File: src/rtl/pipe_ctrl_pkg.sv
// Shared types for the pipeline hazard controller: multiply FSM states and the
// bundle of pipe-register stall/flush controls.
package pipe_ctrl_pkg;

    typedef enum logic {
        IDLE = 1'b0,
        BUSY = 1'b1
    } mul_state_t;

    localparam int unsigned REG_ZERO = 0;

    typedef struct packed {
        logic if_stall;
        logic if_id_stall;
        logic if_id_flush;
        logic id_ex_stall;
        logic id_ex_flush;
        logic ex_mem_flush;
    } ctrl_vec_t;

    function automatic ctrl_vec_t ctrl_idle();
        return '0;
    endfunction

endpackage

File: src/rtl/pipe_hazard_ctrl_mul_seq.sv
// Multi-cycle multiply sequencer: stalls the front of the pipe for MUL_CYCLES-1
// cycles and flags the result in the final EX cycle.
module mul_seq
    import pipe_ctrl_pkg::*;
#(
    parameter int unsigned MUL_CYCLES = 4
) (
    input  logic clock,
    input  logic reset,
    input  logic start,
    output logic stall,
    output logic done
);

    localparam int unsigned CNT_W = (MUL_CYCLES > 2) ? $clog2(MUL_CYCLES) : 1;
    localparam logic [CNT_W-1:0] CNT_LOAD = CNT_W'(MUL_CYCLES - 2);

    mul_state_t       state;
    logic [CNT_W-1:0] cnt;

    // Counter holds the number of stall cycles still owed after the current one.
    always_ff @(posedge clock) begin
        if (reset) begin
            state <= IDLE;
            cnt   <= '0;
        end else begin
            case (state)
                IDLE: begin
                    if (start) begin
                        state <= BUSY;
                        cnt   <= CNT_LOAD;
                    end
                end
                BUSY: begin
                    if (cnt != '0) begin
                        cnt <= cnt - CNT_W'(1);
                    end else begin
                        state <= IDLE;
                    end
                end
                default: begin
                    state <= IDLE;
                    cnt   <= '0;
                end
            endcase
        end
    end

    always_comb begin
        stall = 1'b0;
        done  = 1'b0;
        if (!reset) begin
            case (state)
                IDLE:    stall = start;
                BUSY: begin
                    stall = (cnt != '0);
                    done  = (cnt == '0);
                end
                default: begin
                    stall = 1'b0;
                    done  = 1'b0;
                end
            endcase
        end
    end

endmodule

File: src/rtl/pipe_hazard_ctrl.sv
// Central stall/flush sequencer: load-use detection, multiply sequencing and
// wrong-path squash, plus a saturating stall-cycle counter.
module pipe_hazard_ctrl
    import pipe_ctrl_pkg::*;
#(
    parameter int unsigned MUL_CYCLES = 4,
    parameter int unsigned REG_ADDR_W = 5,
    parameter int unsigned PERF_W     = 32
) (
    input  logic                  clock,
    input  logic                  reset,
    input  logic [REG_ADDR_W-1:0] id_rs1,
    input  logic [REG_ADDR_W-1:0] id_rs2,
    input  logic                  id_uses_rs1,
    input  logic                  id_uses_rs2,
    input  logic [REG_ADDR_W-1:0] ex_rd,
    input  logic                  ex_mem_to_reg,
    input  logic                  ex_mul_start,
    input  logic                  ex_redirect,
    output logic                  if_stall,
    output logic                  if_id_stall,
    output logic                  if_id_flush,
    output logic                  id_ex_stall,
    output logic                  id_ex_flush,
    output logic                  ex_mem_flush,
    output logic                  mul_done,
    output logic [PERF_W-1:0]     stall_count
);

    logic      mul_stall;
    logic      load_use;
    ctrl_vec_t ctrl;

    mul_seq #(
        .MUL_CYCLES(MUL_CYCLES)
    ) u_mul_seq (
        .clock(clock),
        .reset(reset),
        .start(ex_mul_start),
        .stall(mul_stall),
        .done (mul_done)
    );

    always_comb begin
        load_use = ex_mem_to_reg && (ex_rd != REG_ADDR_W'(REG_ZERO)) &&
                   ((id_uses_rs1 && (id_rs1 == ex_rd)) ||
                    (id_uses_rs2 && (id_rs2 == ex_rd)));
    end

    // Multiply stall outranks redirect; a redirect makes the ID instruction
    // wrong-path, so it also outranks the load-use stall.
    always_comb begin
        ctrl = ctrl_idle();
        if (!reset) begin
            if (mul_stall) begin
                ctrl.if_stall     = 1'b1;
                ctrl.if_id_stall  = 1'b1;
                ctrl.id_ex_stall  = 1'b1;
                ctrl.ex_mem_flush = 1'b1;
            end else if (ex_redirect) begin
                ctrl.if_id_flush  = 1'b1;
                ctrl.id_ex_flush  = 1'b1;
            end else if (load_use) begin
                ctrl.if_stall     = 1'b1;
                ctrl.if_id_stall  = 1'b1;
                ctrl.id_ex_flush  = 1'b1;
            end
        end
    end

    assign if_stall     = ctrl.if_stall;
    assign if_id_stall  = ctrl.if_id_stall;
    assign if_id_flush  = ctrl.if_id_flush;
    assign id_ex_stall  = ctrl.id_ex_stall;
    assign id_ex_flush  = ctrl.id_ex_flush;
    assign ex_mem_flush = ctrl.ex_mem_flush;

    always_ff @(posedge clock) begin
        if (reset) begin
            stall_count <= '0;
        end else if (ctrl.if_stall && (stall_count != {PERF_W{1'b1}})) begin
            stall_count <= stall_count + PERF_W'(1);
        end
    end

endmodule

File: config.mk
export PLATFORM = sky130hd
export DESIGN_NAME = pipe_hazard_ctrl
export DESIGN_NICKNAME = d
export VERILOG_FILES = /design/src/rtl/pipe_ctrl_pkg.sv /design/src/rtl/pipe_hazard_ctrl_mul_seq.sv /design/src/rtl/pipe_hazard_ctrl.sv
export SDC_FILE = /design/constraint.sdc
export NUM_CORES = 1
export LEC_CHECK = 0
export ABC_AREA = 1
export ABC_CLOCK_PERIOD_IN_PS = 4300
export CORE_MARGIN = 2
export CORE_UTILIZATION = 54
export CTS_CLUSTER_SIZE = 8
export DETAILED_ROUTE_END_ITERATION = 10
export PLACE_DENSITY_LB_ADDON = 0.2
export SYNTH_ARGS = -nofsm -noshare
export SYNTH_HDL_FRONTEND = slang
export SYNTH_HIERARCHICAL = 1
export SYNTH_SLANG_ARGS = --single-unit
File: constraint.sdc
create_clock -name clock -period 4.3 [get_ports clock]
set_clock_uncertainty 0.05 [all_clocks]
set_input_delay 0.645 -clock clock [delete_from_list [all_inputs] [get_ports clock]]
set_output_delay 0.645 -clock clock [all_outputs]
set_load 0.02 [all_outputs]
==> results of run 1 <==
worst max-delay path, stage by stage:
cell and delay [ns]:
clkdlybuf4s50_1 0.46, buf_4 0.26, inv_1 0.24, nand2_1 0.11
a21oi_1 0.13, clkdlybuf4s50_1 0.62
routing by layer:
metal	share of wire, %	wire length, um	global-route usage, %
met5	0	0	0
met4	1.2	87	6.17
met3	6.1	423	5.66
met2	48	3320	46.7
met1	45	3130	35.9
metrics by stage:
step,instance area [um^2],utilization (%),setup WS (ns)
after floorplan,2580,-,1.77
final,3270,70.1,1.14
after detailed placement,3150,67.7,1.15
after CTS,3270,70.1,1.15
after global routing,3270,70.1,1.02
after global placement,3150,67.7,1.17
kinds of logic after synthesis:
group | count (synthesis)
xor gates and xnor gates | 15
buffers and inverters | 59
AOI/OAI and AO/OA | 36
adders and majority gates | 2
DFF | 35
and+or+nand+nor | 287
layout make-up:
type	instances	area share (%)
repair buffers	62	18.9
flip-flops and latches	35	21.5
clock inverters	3	1.34
multi-input cells	340	49.0
well taps	54	2.07
clock buffers	5	2.11
inverters	45	5.17
power by group:
group / total, mW / internal (mW) / switching (mW)
registers: 0.331 / 0.327 / 0.00306
clock network: 0.301 / 0.173 / 0.129
logic: 0.0947 / 0.0412 / 0.0536
registers in the layout (all words and copies together), names as in the netlist:
name,flops
u_mul_seq/cnt,2
u_mul_seq/state,1
stall_count,32
cells in the mapped netlist, drive strengths merged:
cell type	count	area, um^2
nand2	149	572
nor2	70	300
inv	45	169
nand3	43	215
dfxtp	35	701
a21oi	33	165
xor2	13	114
buf	11	104
nand3b	9	80.1
nand4	8	50.1
nor3	6	30.0
clkbuf	3	11.3
o21ai	3	18.8
ha	2	25.0
xnor2	2	17.5
nor4	1	6.26
or2	1	6.26
worst max path at each step:
stage | startpoint | end | slack, ns
floorplan | u_mul_seq/cnt[0] | if_stall | 1.77
global placement | reset | id_ex_flush | 1.17
detailed placement | reset | id_ex_flush | 1.15
CTS | reset | id_ex_flush | 1.15
global route | ex_rd[4] | if_stall | 1.02
finish | reset | id_ex_flush | 1.14
==> flow_summary_export.csv, run 1 <==
group,metric,value,unit
run_status,status,"finished, final reports clean",
routing,viasPerCell,5.25,
cells_and_area,final_common_cell,"nand2_1",
timing,finalCritPeriodShare,73.4,%
worst_hold_path,min_to,"u_mul_seq/cnt[1]",
routing,vias,2857,
synthesis,synthesis.instances,434,
floorplan,rows,25,
worst_hold_path,min_path_type,"reg -> reg",
placement,placed_cells,536,
setup_path,ff2ff_setup_slack,1.94,ns
worst_hold_path,whs_path_depth,2,
timing,slew_violations,0,
grt,grt_max_degree,38,
floorplan,die_h,73.2,um
power,finalPower,727,uW
cells_and_area,fin_cells,544,
clock_network,clk_transition_reported_paths,0.08,ns
cells_and_area,areaGrowthSynthToFinish,26.3,%
cells_and_area,seq_area,701,um^2
clock_network,cts_resized,0,
synthesis,synthMuxAreaShare,0,%
grt,grt_usage,27.6,%
setup_path,crit_type,"in -> out",
cells_and_area,final_cell_mix,"nand2_1 (146), nor2_1 (61), clkdlybuf4s50_1 (60)",
cells_and_area,finalNetCount,513,
floorplan,core,4660,um^2
synthesis,synth_top_family_by_area,"simple AND/OR/NAND/NOR gates",
clock_network,postCtsHoldBufs,0,
cells_and_area,nFillCells,449,
clock_network,cts_setup_buffers,0,
synthesis,synth-compound-area-share,7.12,%
setup_path,r2r_cells,13,
routing,first_pass_iters,5,
timing,max_freq,0.317,GHz
setup_path,cp.arrival,2.46,ns
floorplan,start_util,55.5,%
synthesis,yosys_warnings,6,
synthesis,synth_seq_area_share,27.1,%
synthesis,synth.distinct_cells,25,
placement,gp_congestion,0.978,
power,ir_drop,153,uV
placement,hpwl,5230,um
timing,setup_viol,0,
cells_and_area,n_antenna_cell,0,
setup_path,required,3.61,ns
setup_path,cp-start-kind,"input port",
floorplan,dieArea,5360,um^2
synthesis,syn_area,2580,um^2
timing,period_needed,3.16,ns
clock_network,root_buffer,"clkbuf_8",
timing,hold_slack,0.428,ns
cells_and_area,drive_above_1_share,4.90,%
clock_network,insertion_delay,0.29,ns
power,cellPowerDensity,223,nW/um^2
floorplan,ioPinCount,61,
setup_path,endpoint_kind,"primary output",
timing,hold_violations,0,
clock_network,clockBufferDepth,2,
clock_network,cts_sinks,35,
synthesis,synthAdderAreaFrac,0.968,%
routing,post-route-drc-count,0,
synthesis,synth_nets,458,
setup_path,r2r_start,"u_mul_seq/cnt[0]",
setup_path,rr_endpoint,"stall_count[16]",
synthesis,yosys.area_share.simple,48.7,%
grt,antenna_found_initial,0,
grt,grt_pass1_vias,2542,
worst_hold_path,min_from,"u_mul_seq/cnt[1]",
power,p_leak,1.28,nW
timing,setup-tns-final,0,ns
clock_network,cts_buffers,5,
synthesis,synth-seq-cells,35,
setup_path,critical_path.max_fanout,31,
floorplan,die_w,73.2,um
routing,antenna_left,0,
synthesis,synth_xor_area_share,5.08,%
clock_network,cts_tree,"yes",
timing,rsz0062_at_grt,"false",
placement,port_buffers,60,
flow_run,drv_cap,0,
clock_network,ctsHtreeMaxLevel,2,
routing,drtIter0Drc,189,
grt,grt_pass1_wl,11700,um
synthesis,syn_avg_cell_area,5.96,um^2
routing,postRouteWirelength,6970,um
timing,tightest_slew,0.439,ns
timing,relSlewSlack,70.5,%
cells_and_area,multi_input_area,1600,um^2
routing,route.detailed.wl_per_inst,12.8,um
grt,grt-ovfl-total,0,
Power figures use the tool's default switching activity.
==> inputs of run 2 (changes only) <==
Settings changed: ABC_CLOCK_PERIOD_IN_PS 4300 to 3100, CORE_UTILIZATION 54 to 50.
Clock period 4.3 ns to 3.1 ns, I/O delays scaled along.
==> run 2 against run 1 <==
  * Total power grew 40%
  * Global-route usage down 2.8 points
  * Combinational power is 38% higher
  * Clock power rose by 41%
  * Worst hold slack hardly changed
  * Flip-flop and latch count is the same
  * First-iteration DRC count shrank 0.53%
  * Via count is 0.67% higher
  * Die area is 7.5% higher
==> flow_summary_export.csv, run 2 (synthesized netlist as in run 1, its figures left out) <==
group,metric,value,unit
clock_network,ctsHtreeMaxLevel,2,
routing,route.detailed.wl_per_inst,12.2,um
clock_network,cts_resized,0,
timing,max_freq,0.363,GHz
timing,hold_slack,0.427,ns
setup_path,rr_endpoint,"stall_count[10]",
grt,grt_usage,24.8,%
cells_and_area,regMostFlops,"stall_count",
clock_network,clockBufferDepth,2,
routing,drtIter0Drc,188,
clock_network,root_buffer,"clkbuf_8",
setup_path,worst-path-stages,10,
setup_path,r2r_start,"stall_count[0]",
setup_path,required,2.58,ns
floorplan,rows,26,
routing,first_pass_iters,4,
setup_path,cp-endpoint,"if_id_stall",
timing,period_needed,2.75,ns
routing,vias,2876,
clock_network,cts_buffers,5,
grt,antenna_found_initial,0,
timing,rsz0062_at_grt,"false",
cells_and_area,drive_above_1_share,5.28,%
floorplan,die_h,75.9,um
timing,slew_violations,0,
setup_path,crit_type,"in -> out",
setup_path,critical_path.max_fanout,4,
grt,grt_max_degree,38,
routing,postRouteWirelength,6870,um
floorplan,die_w,75.9,um
power,pwr-share-seq,45.2,%
placement,hpwl,5410,um
setup_path,startpoint,"ex_rd[4]",
clock_network,clk_transition_reported_paths,0.08,ns
cells_and_area,final_cell_mix,"nand2_1 (146), nor2_1 (61), clkdlybuf4s50_1 (60)",
clock_network,cts_setup_buffers,0,
floorplan,ioPinCount,61,
timing,hold_violations,0,
clock_network,postCtsHoldBufs,0,
routing,post-route-drc-count,0,
clock_network,cts_tree,"yes",
power,netSwitchingPower,263,uW
timing,finalCritPeriodShare,88.8,%
setup_path,cp_top_family,"buffers and inverters",
grt,grt_pass1_vias,2671,
power,power_frac_clock,41.9,%
timing,relSlewSlack,61.1,%
cells_and_area,fin_cells,562,
grt,grt_pass1_wl,11900,um
floorplan,core,5040,um^2
power,ir_drop,228,uV
power,finalPower,1.02,mW
clock_network,insertion_delay,0.29,ns
power,cellPowerDensity,308,nW/um^2
cells_and_area,n_antenna_cell,0,
floorplan,start_util,51.3,%
setup_path,cp.arrival,2.24,ns
worst_hold_path,min_from,"u_mul_seq/cnt[1]",
run_status,status,"finished, final reports clean",
power,p_comb_share,12.9,%
setup_path,ff2ff_setup_slack,0.72,ns
floorplan,dieArea,5760,um^2
cells_and_area,finalNetCount,515,
timing,setup-tns-final,0,ns
placement,placed_cells,554,
cells_and_area,areaGrowthSynthToFinish,27.7,%
setup_path,cpMostUsedCell,"nand2_1",
setup_path,cp-start-kind,"input port",
setup_path,endpoint_kind,"primary output",
power,p_leak,1.29,nW
flow_run,drv_cap,0,
setup_path,max_stage_delay,0.63,ns
cells_and_area,largest_register_ffs,32,
worst_hold_path,min_path_type,"reg -> reg",
power,switching_share,25.9,%
setup_path,crit_path_cell_trace,"clkdlybuf4s50_1 > inv_1 > nand2_1 > nand2_1 > nor2_1 > nand3_1 > nand2_1 > nand3_1 > nand2_1 > clkdlybuf4s50_1",
routing,antenna_left,0,
timing,tightest_slew,0.580,ns
placement,port_buffers,60,
timing,setup_viol,0,
setup_path,crit_buf_inv,3,
cells_and_area,reg_top3,"stall_count: 32 flops, u_mul_seq/cnt: 2 flops, u_mul_seq/state: 1 flops",
placement,gp_congestion,0.937,
grt,grt-ovfl-total,0,
clock_network,cts_sinks,35,
routing,viasPerCell,5.12,
cells_and_area,nFillCells,484,
setup_path,cpMaxStageDelayCell,"clkdlybuf4s50_1",
setup_path,r2r_cells,9,
cells_and_area,final_common_cell,"nand2_1",
power,p_int,752,uW
run 2: cell types whose count changed in the layout (fill, tap and decap cells not counted), sizes merged:
| cell | change |
|---|---|
| buf | +2 |
run 2: area by class of cell:
class                   instances  area, um^2  area share [%]
multi-input cells             340        1600            48.5
flip-flops and latches         35         701            21.2
repair buffers                 64         631            19.1
inverters                      45         169            5.12
well taps                      70        87.6            2.65
clock buffers                   5        68.8            2.08
clock inverters                 3        43.8            1.33
run 2: power groups by stage:
stage | combinational [mW] | sequential [mW] | clock (mW)
2_1_floorplan | 0.0813 | 0.470 | 0
3_3_place_gp | 0.129 | 0.469 | 0
3_5_place_dp | 0.132 | 0.469 | 0
4_1_cts | 0.132 | 0.459 | 0.427
5_1_grt | 0.148 | 0.460 | 0.448
6_report | 0.131 | 0.459 | 0.425
run 2: metrics by stage:
stage	utilization (%)	worst slack [ns]	area (um^2)
after floorplan	-	0.749	2580
after global placement	63.2	0.366	3190
after detailed placement	63.2	0.333	3190
after CTS	65.5	0.331	3300
after global routing	65.5	0.205	3300
final	65.5	0.348	3300
run 2: worst min-delay path by stage:
stage                  endpoint  slack, ns  depth (start not counted)
3_3_place_gp   u_mul_seq/cnt[1]       0.40                          2
2_1_floorplan  u_mul_seq/cnt[1]       0.39                          2
5_1_grt          stall_count[7]       0.48                          2
4_1_cts        u_mul_seq/cnt[1]       0.43                          2
6_report       u_mul_seq/cnt[1]       0.43                          2
3_5_place_dp   u_mul_seq/cnt[1]       0.41                          2
run 2: routing by layer:
layer	routed length (um)	global-route usage, %	vias up	part of all wire, %
met1	3110	30.1	1285	45
li1	-	-	1491	-
met2	3240	44.3	88	47
met4	131	7.64	0	1.9
met5	0	0	-	0
met3	387	4.64	12	5.6
run 2: worst reg2reg max path, stage by stage (launching register included):
cell and delay, ns:
dfxtp_1 0.41, ha_1 0.34, nand2_2 0.13, nor2_4 0.16, nand2_2 0.11, nor2_4 0.16, nand3b_4 0.32, nand2_4 0.39
nand2_1 0.10, a21oi_1 0.14
==> inputs of run 3 (changes only) <==
Settings changed: HOLD_SLACK_MARGIN set to 0.08.
==> results of run 3 <==
No change in the layout: final DEF, timing and power equal those of run 2.
